`src/rtl/nabp_swap_control.sv`:
```
// nabp_swap_control: responder side of the swap / next-iteration handshake.
// Prefetches per-angle accumulator constants into a shadow set and promotes them on swap.
module nabp_swap_control #(
   parameter int pAngleWidth   = 9,
   parameter int pNoOfAngles   = 180,
   parameter int pAngleStep    = 1,
   parameter int pNoOfLineItrs = 4,
   parameter int pLineItrWidth = 2,
   parameter int pShBaseWidth  = 16,
   parameter int pMpPartWidth  = 12,
   parameter int pMpInitWidth  = 16,
   parameter int pMpBaseWidth  = 16
) (
   input  logic                     clk,
   input  logic                     reset,
   input  logic                     start,
   output logic [pAngleWidth-1:0]   lut_angle,
   input  logic [pShBaseWidth-1:0]  lut_sh_accu_base,
   input  logic [pMpPartWidth-1:0]  lut_mp_accu_part,
   input  logic [pMpBaseWidth-1:0]  lut_mp_accu_base,
   output logic [pShBaseWidth-1:0]  sw_sh_accu_base,
   output logic [pMpInitWidth-1:0]  sw_mp_accu_init,
   output logic [pMpBaseWidth-1:0]  sw_mp_accu_base,
   output logic [pAngleWidth-1:0]   sw_angle,
   output logic [pLineItrWidth-1:0] sw_line_itr,
   input  logic                     sw_swap,
   input  logic                     sw_next_itr,
   output logic                     sw_swap_ack,
   output logic                     sw_next_itr_ack,
   output logic                     busy,
   output logic                     done
);

   localparam logic [pAngleWidth-1:0]   kStep    = pAngleWidth'(pAngleStep);
   localparam logic [pAngleWidth-1:0]   kLast    = pAngleWidth'((pNoOfAngles - 1) * pAngleStep);
   localparam logic [pLineItrWidth-1:0] kLastItr = pLineItrWidth'(pNoOfLineItrs - 1);

   typedef enum logic [2:0] {
      S_IDLE,
      S_ISSUE,
      S_WAIT,
      S_CAPTURE,
      S_HOLD
   } state_t;

   state_t state, state_nx;

   logic [pAngleWidth-1:0]  fetch_angle;
   logic                    fetch_nxt;
   logic                    cap_nxt;
   logic                    primed;
   logic [pShBaseWidth-1:0] sh_sh_base;
   logic [pMpPartWidth-1:0] sh_mp_part;
   logic [pMpBaseWidth-1:0] sh_mp_base;
   logic [pAngleWidth-1:0]  sh_angle;
   logic                    sh_nxt;
   logic                    sh_valid;

   logic next_take;
   logic swap_take;
   logic issue;
   logic capture;
   logic prime;
   logic finish;
   logic advance;
   logic promote_lut;
   logic promote_sh;

   always_ff @(posedge clk) begin
      if (reset) state <= S_IDLE;
      else       state <= state_nx;
   end

   always_comb begin
      state_nx = state;
      unique case (state)
         S_IDLE:    if (start) state_nx = S_ISSUE;
         S_ISSUE:   state_nx = S_WAIT;
         S_WAIT:    state_nx = S_CAPTURE;
         S_CAPTURE: state_nx = (prime || swap_take) ? S_ISSUE : S_HOLD;
         S_HOLD:    if (swap_take) state_nx = S_ISSUE;
         default:   state_nx = S_IDLE;
      endcase
      if (finish) state_nx = S_IDLE;
   end

   // Fresh LUT data in CAPTURE may be swapped straight through, bypassing the shadow;
   // the *_nxt tags keep a wrapped prefetch out until next_itr is acknowledged.
   always_comb begin
      next_take   = (state != S_IDLE) && sw_next_itr && !sw_next_itr_ack;
      finish      = next_take && (sw_line_itr == kLastItr);
      advance     = next_take && (sw_line_itr != kLastItr);
      swap_take   = sw_swap && !sw_swap_ack && !next_take &&
                    (((state == S_CAPTURE) && primed && !cap_nxt) ||
                     ((state == S_HOLD) && sh_valid && !sh_nxt));
      issue       = (state == S_ISSUE) && !finish;
      capture     = (state == S_CAPTURE) && !finish;
      prime       = capture && !primed;
      promote_lut = capture && (prime || swap_take);
      promote_sh  = (state == S_HOLD) && swap_take;
   end

   always_ff @(posedge clk) begin
      if (reset) begin
         lut_angle       <= '0;
         sw_sh_accu_base <= '0;
         sw_mp_accu_init <= '0;
         sw_mp_accu_base <= '0;
         sw_angle        <= '0;
         sw_line_itr     <= '0;
         sw_swap_ack     <= 1'b0;
         sw_next_itr_ack <= 1'b0;
         busy            <= 1'b0;
         done            <= 1'b0;
         fetch_angle     <= '0;
         fetch_nxt       <= 1'b0;
         cap_nxt         <= 1'b0;
         primed          <= 1'b0;
         sh_sh_base      <= '0;
         sh_mp_part      <= '0;
         sh_mp_base      <= '0;
         sh_angle        <= '0;
         sh_nxt          <= 1'b0;
         sh_valid        <= 1'b0;
      end else begin
         sw_swap_ack     <= swap_take;
         sw_next_itr_ack <= next_take;
         done            <= finish;
         if ((state == S_IDLE) && start) begin
            busy        <= 1'b1;
            primed      <= 1'b0;
            fetch_angle <= '0;
            fetch_nxt   <= 1'b0;
            cap_nxt     <= 1'b0;
            sh_valid    <= 1'b0;
            sh_nxt      <= 1'b0;
            sw_line_itr <= '0;
         end
         if (finish) begin
            busy     <= 1'b0;
            sh_valid <= 1'b0;
         end
         if (issue) begin
            lut_angle <= fetch_angle;
            cap_nxt   <= fetch_nxt;
            if (fetch_angle == kLast) begin
               fetch_angle <= '0;
               fetch_nxt   <= 1'b1;
            end else begin
               fetch_angle <= fetch_angle + kStep;
            end
         end
         if (promote_lut) begin
            sw_sh_accu_base <= lut_sh_accu_base;
            sw_mp_accu_init <= pMpInitWidth'(signed'(lut_mp_accu_part));
            sw_mp_accu_base <= lut_mp_accu_base;
            sw_angle        <= lut_angle;
            primed          <= 1'b1;
         end else if (capture) begin
            sh_sh_base <= lut_sh_accu_base;
            sh_mp_part <= lut_mp_accu_part;
            sh_mp_base <= lut_mp_accu_base;
            sh_angle   <= lut_angle;
            sh_nxt     <= cap_nxt;
            sh_valid   <= 1'b1;
         end
         if (promote_sh) begin
            sw_sh_accu_base <= sh_sh_base;
            sw_mp_accu_init <= pMpInitWidth'(signed'(sh_mp_part));
            sw_mp_accu_base <= sh_mp_base;
            sw_angle        <= sh_angle;
            sh_valid        <= 1'b0;
         end
         // Anything already fetched for the next iteration now belongs to the current one.
         if (advance) begin
            sw_line_itr <= sw_line_itr + 1'b1;
            fetch_nxt   <= 1'b0;
            cap_nxt     <= 1'b0;
            sh_nxt      <= 1'b0;
         end
      end
   end

endmodule

```
`config.mk`:
```
export PLATFORM = sky130hd
export DESIGN_NAME = nabp_swap_control
export DESIGN_NICKNAME = d
export VERILOG_FILES = /design/src/rtl/nabp_swap_control.sv
export SDC_FILE = /design/constraint.sdc
export NUM_CORES = 1
export LEC_CHECK = 0
export BUFFER_PORTS_ARGS = -buffer_cell sky130_fd_sc_hd__buf_2
export CAP_MARGIN = 30
export CORE_UTILIZATION = 60
export DETAILED_ROUTE_END_ITERATION = 10
export PLACE_DENSITY = 0.92
export SLEW_MARGIN = 20
export SYNTH_ARGS = -nofsm -noshare
export SYNTH_HDL_FRONTEND = slang
export SYNTH_SLANG_ARGS = --single-unit
```
`constraint.sdc`:
```
create_clock -name clk -period 2.74 [get_ports clk]
set_input_delay 0.274 -clock clk [delete_from_list [all_inputs] [get_ports clk]]
set_output_delay 0.274 -clock clk [all_outputs]
set_load 0.01 [all_outputs]
```
==> impl_metrics.env <==
export IMPL_start_util=0.622
export IMPL_fin_crit_sh=0.799
export IMPL_hold_depth=3
export IMPL_holdBufCountCts=0
export IMPL_crit_path_start_kind="flop"
export IMPL_min_period_ns=2.19
export IMPL_io_pins=121
export IMPL_dpl_instance_area_sq_um=7010
export IMPL_gp_congestion=0.843
export IMPL_synth_nets=698
export IMPL_drc=0
export IMPL_synth_flop_cell="dfxtp_1"
export IMPL_final_common_cell="dfxtp_1"
export IMPL_netlist_area_leader_share=0.428
export IMPL_routed_wl_mm=14.3
export IMPL_drtAntennaViolNets=0
export IMPL_setup_violations=0
export IMPL_numClockSinks=138
export IMPL_min_path_type="input port to flop"
export IMPL_rows=37
export IMPL_dr_pass1_iters=5
export IMPL_vias_per_cell=5.81
export IMPL_outcome="complete, no violations"
export IMPL_nFillCells=706
export IMPL_rsz0062_at_grt="no"
export IMPL_drtIter0Drc=306
export IMPL_cts_tree="built"
export IMPL_post_cts_resized=0
export IMPL_hp_start="lut_mp_accu_base[1]"
export IMPL_yosys_warnings=0
export IMPL_routed_via_count=5144
export IMPL_globalRouteOverflowTotal=0
export IMPL_cp_required_ns=3.11
export IMPL_synth_area_leaders="dfxtp_1, mux2i_1, nand2b_1"
export IMPL_numCtsBuffers=17
export IMPL_fmax_ghz=0.457
export IMPL_ys_ff_latch=138
export IMPL_ctsLongestPathBuffers=2
export IMPL_p_per_area_nw_per_um2=719
export IMPL_drive_gt1_frac=0.255
export IMPL_postSynthCellCount=647
export IMPL_r2r_start="sw_line_itr[0]"
export IMPL_cap_violations=0
export IMPL_routedWlPerCell_um=16.2
export IMPL_slew_violations=0
export IMPL_avgSynthCellArea_sq_um=9.97
export IMPL_stdcell_area_sq_um=7580
export IMPL_postCtsSetupBuffers=0
export IMPL_async_flop_share=0
export IMPL_fp_coreArea_sq_um=10400
export IMPL_die_y_um=106
export IMPL_maxSlewHeadroom=0.522
export IMPL_cts_reportedPaths_clkPinSlew_ns=0.06
export IMPL_cts_htree_levels=4
export IMPL_grtUsageTotal=0.260
export IMPL_syn_area_sq_um=6450
export IMPL_yosysTopAreaCell="dfxtp_1"
export IMPL_area_delta_synth_final_pct=17.5
export IMPL_synth_seq_area_share=0.428
export IMPL_r2r_cells=6
export IMPL_crit_type="flop to flop"
export IMPL_crit_arrival_ns=2.56
export IMPL_power_leakage_nw=2.75
export IMPL_clock_latency_ns=0.52
export IMPL_clockRootBuffer="clkbuf_8"
export IMPL_most_common_layout_cells="dfxtp_1, buf_2, nand2b_1"
export IMPL_worst_slew_pin_slew_ns=0.717
export IMPL_place_hpwl_mm=9.27
export IMPL_grt_max_degree=73
export IMPL_p_total_mw=5.45
export IMPL_end_kind="flop"
export IMPL_cp_max_fo=28
export IMPL_port_buffers=120
export IMPL_dieArea_sq_um=11200
export IMPL_finClkSkew_ns=0.0105
export IMPL_ys_types=50
export IMPL_hold_violations=0
export IMPL_timing_hold_ws_ns=0.0242
export IMPL_antenna_found_initial=0
export IMPL_irDropWorstVdd_mv=0.443
export IMPL_n_antenna_cell=0
export IMPL_finalSetupTns_ns=0
export IMPL_grt_pass1_wl_mm=23.3
export IMPL_grt_pass1_vias=4996
export IMPL_nets=787
export IMPL_rr_endpoint="state[0]"
export IMPL_synth_edf_count=0
export IMPL_reg2reg_slack_ns=0.55
export IMPL_die_x_um=106
export IMPL_holdPathEnd="sh_mp_base[1]"
-- worst max path at each step --
stage               slack [ns]           start  cells after the start                  to
CTS                       0.58        state[2]                      5      sh_mp_part[11]
floorplan                 0.83  sw_line_itr[0]                      8  sw_mp_accu_base[6]
finish                    0.55  sw_line_itr[0]                      6            state[0]
global placement          0.74     sw_next_itr                      6       sh_mp_base[3]
global route              0.41  sw_line_itr[0]                      6            state[0]
detailed placement        0.60        state[2]                      5       sh_mp_part[4]
-- state kept, by name (all words and copies together) (netlist names), 2 cells and up --
signal / flops
sh_mp_base: 16
sh_mp_part: 12
sw_sh_accu_base: 16
state: 3
sh_angle: 9
sw_mp_accu_base: 16
sw_mp_accu_init: 12
sw_angle: 9
fetch_angle: 9
sh_sh_base: 16
lut_angle: 9
sw_line_itr: 2
-- Yosys cell counts, drive strengths merged, types with 3 or more instances --
master    n
inv       3
clkbuf   29
a311oi    6
nand2b  110
buf      33
mux2i   109
dfxtp   138
a221oi   53
o21ai     3
nand2    32
and3      4
o21a      3
nor2     64
nor3      6
a21oi    17
nand3b    3
-- metal layers --
layer / part of all wire / up-vias / track usage
met1: 0.44 / 2477 / 0.318
met5: 0 / - / 0
met4: 0.018 / 0 / 0.0893
met2: 0.50 / 174 / 0.447
met3: 0.051 / 20 / 0.0594
li1: - / 2473 / -
-- logic make-up (layout without fill, tap and decap cells) --
| group | count (synthesis) | after routing | share of synthesized area |
|---|---|---|---|
| xor+xnor | 1 | 1 | 0.00136 |
| flops | 138 | 138 | 0.428 |
| mux | 110 | 110 | 0.171 |
| fa+ha+maj | 2 | 2 | 0.00388 |
| buf+inv | 65 | 167 | 0.0596 |
| simple gates | 234 | 234 | 0.196 |
| compound gates | 97 | 97 | 0.140 |
-- worst max-delay path: stages, from the launching register on --
cell and delay, ns:
dfxtp_1 0.34, ha_1 0.21, and3b_1 0.30, nor3_2 0.24
buf_4 0.36, a21oi_1 0.10, a2111oi_0 0.50
-- per-stage QoR --
step            util  setup slack [ns]  std cells
6_report       0.731             0.552        885
5_1_grt        0.731             0.413        885
4_1_cts        0.731             0.583        885
3_5_place_dp   0.676             0.600        853
3_3_place_gp   0.676             0.736        853
2_1_floorplan      -             0.834        647
-- layout make-up --
class                           count  area [sq um]  share of cell area
Inverter                            3          11.3             0.00149
Tap cell                          136           170              0.0225
Clock buffer                       18           428              0.0565
Timing Repair Buffer              132           756              0.0997
Sequential cell                   138          2760               0.365
Multi-Input combinational cell    444          3310               0.437
Clock inverter                     14           135              0.0178
-- where the power goes --
group	leakage, nW	total (mW)	switching, mW	internal (mW)
sequential	1.11	2.27	0.116	2.16
combinational	1.37	1.02	0.602	0.422
clock	0.266	2.15	0.908	1.25
Note: power is estimated with default switching activity, not from simulation.
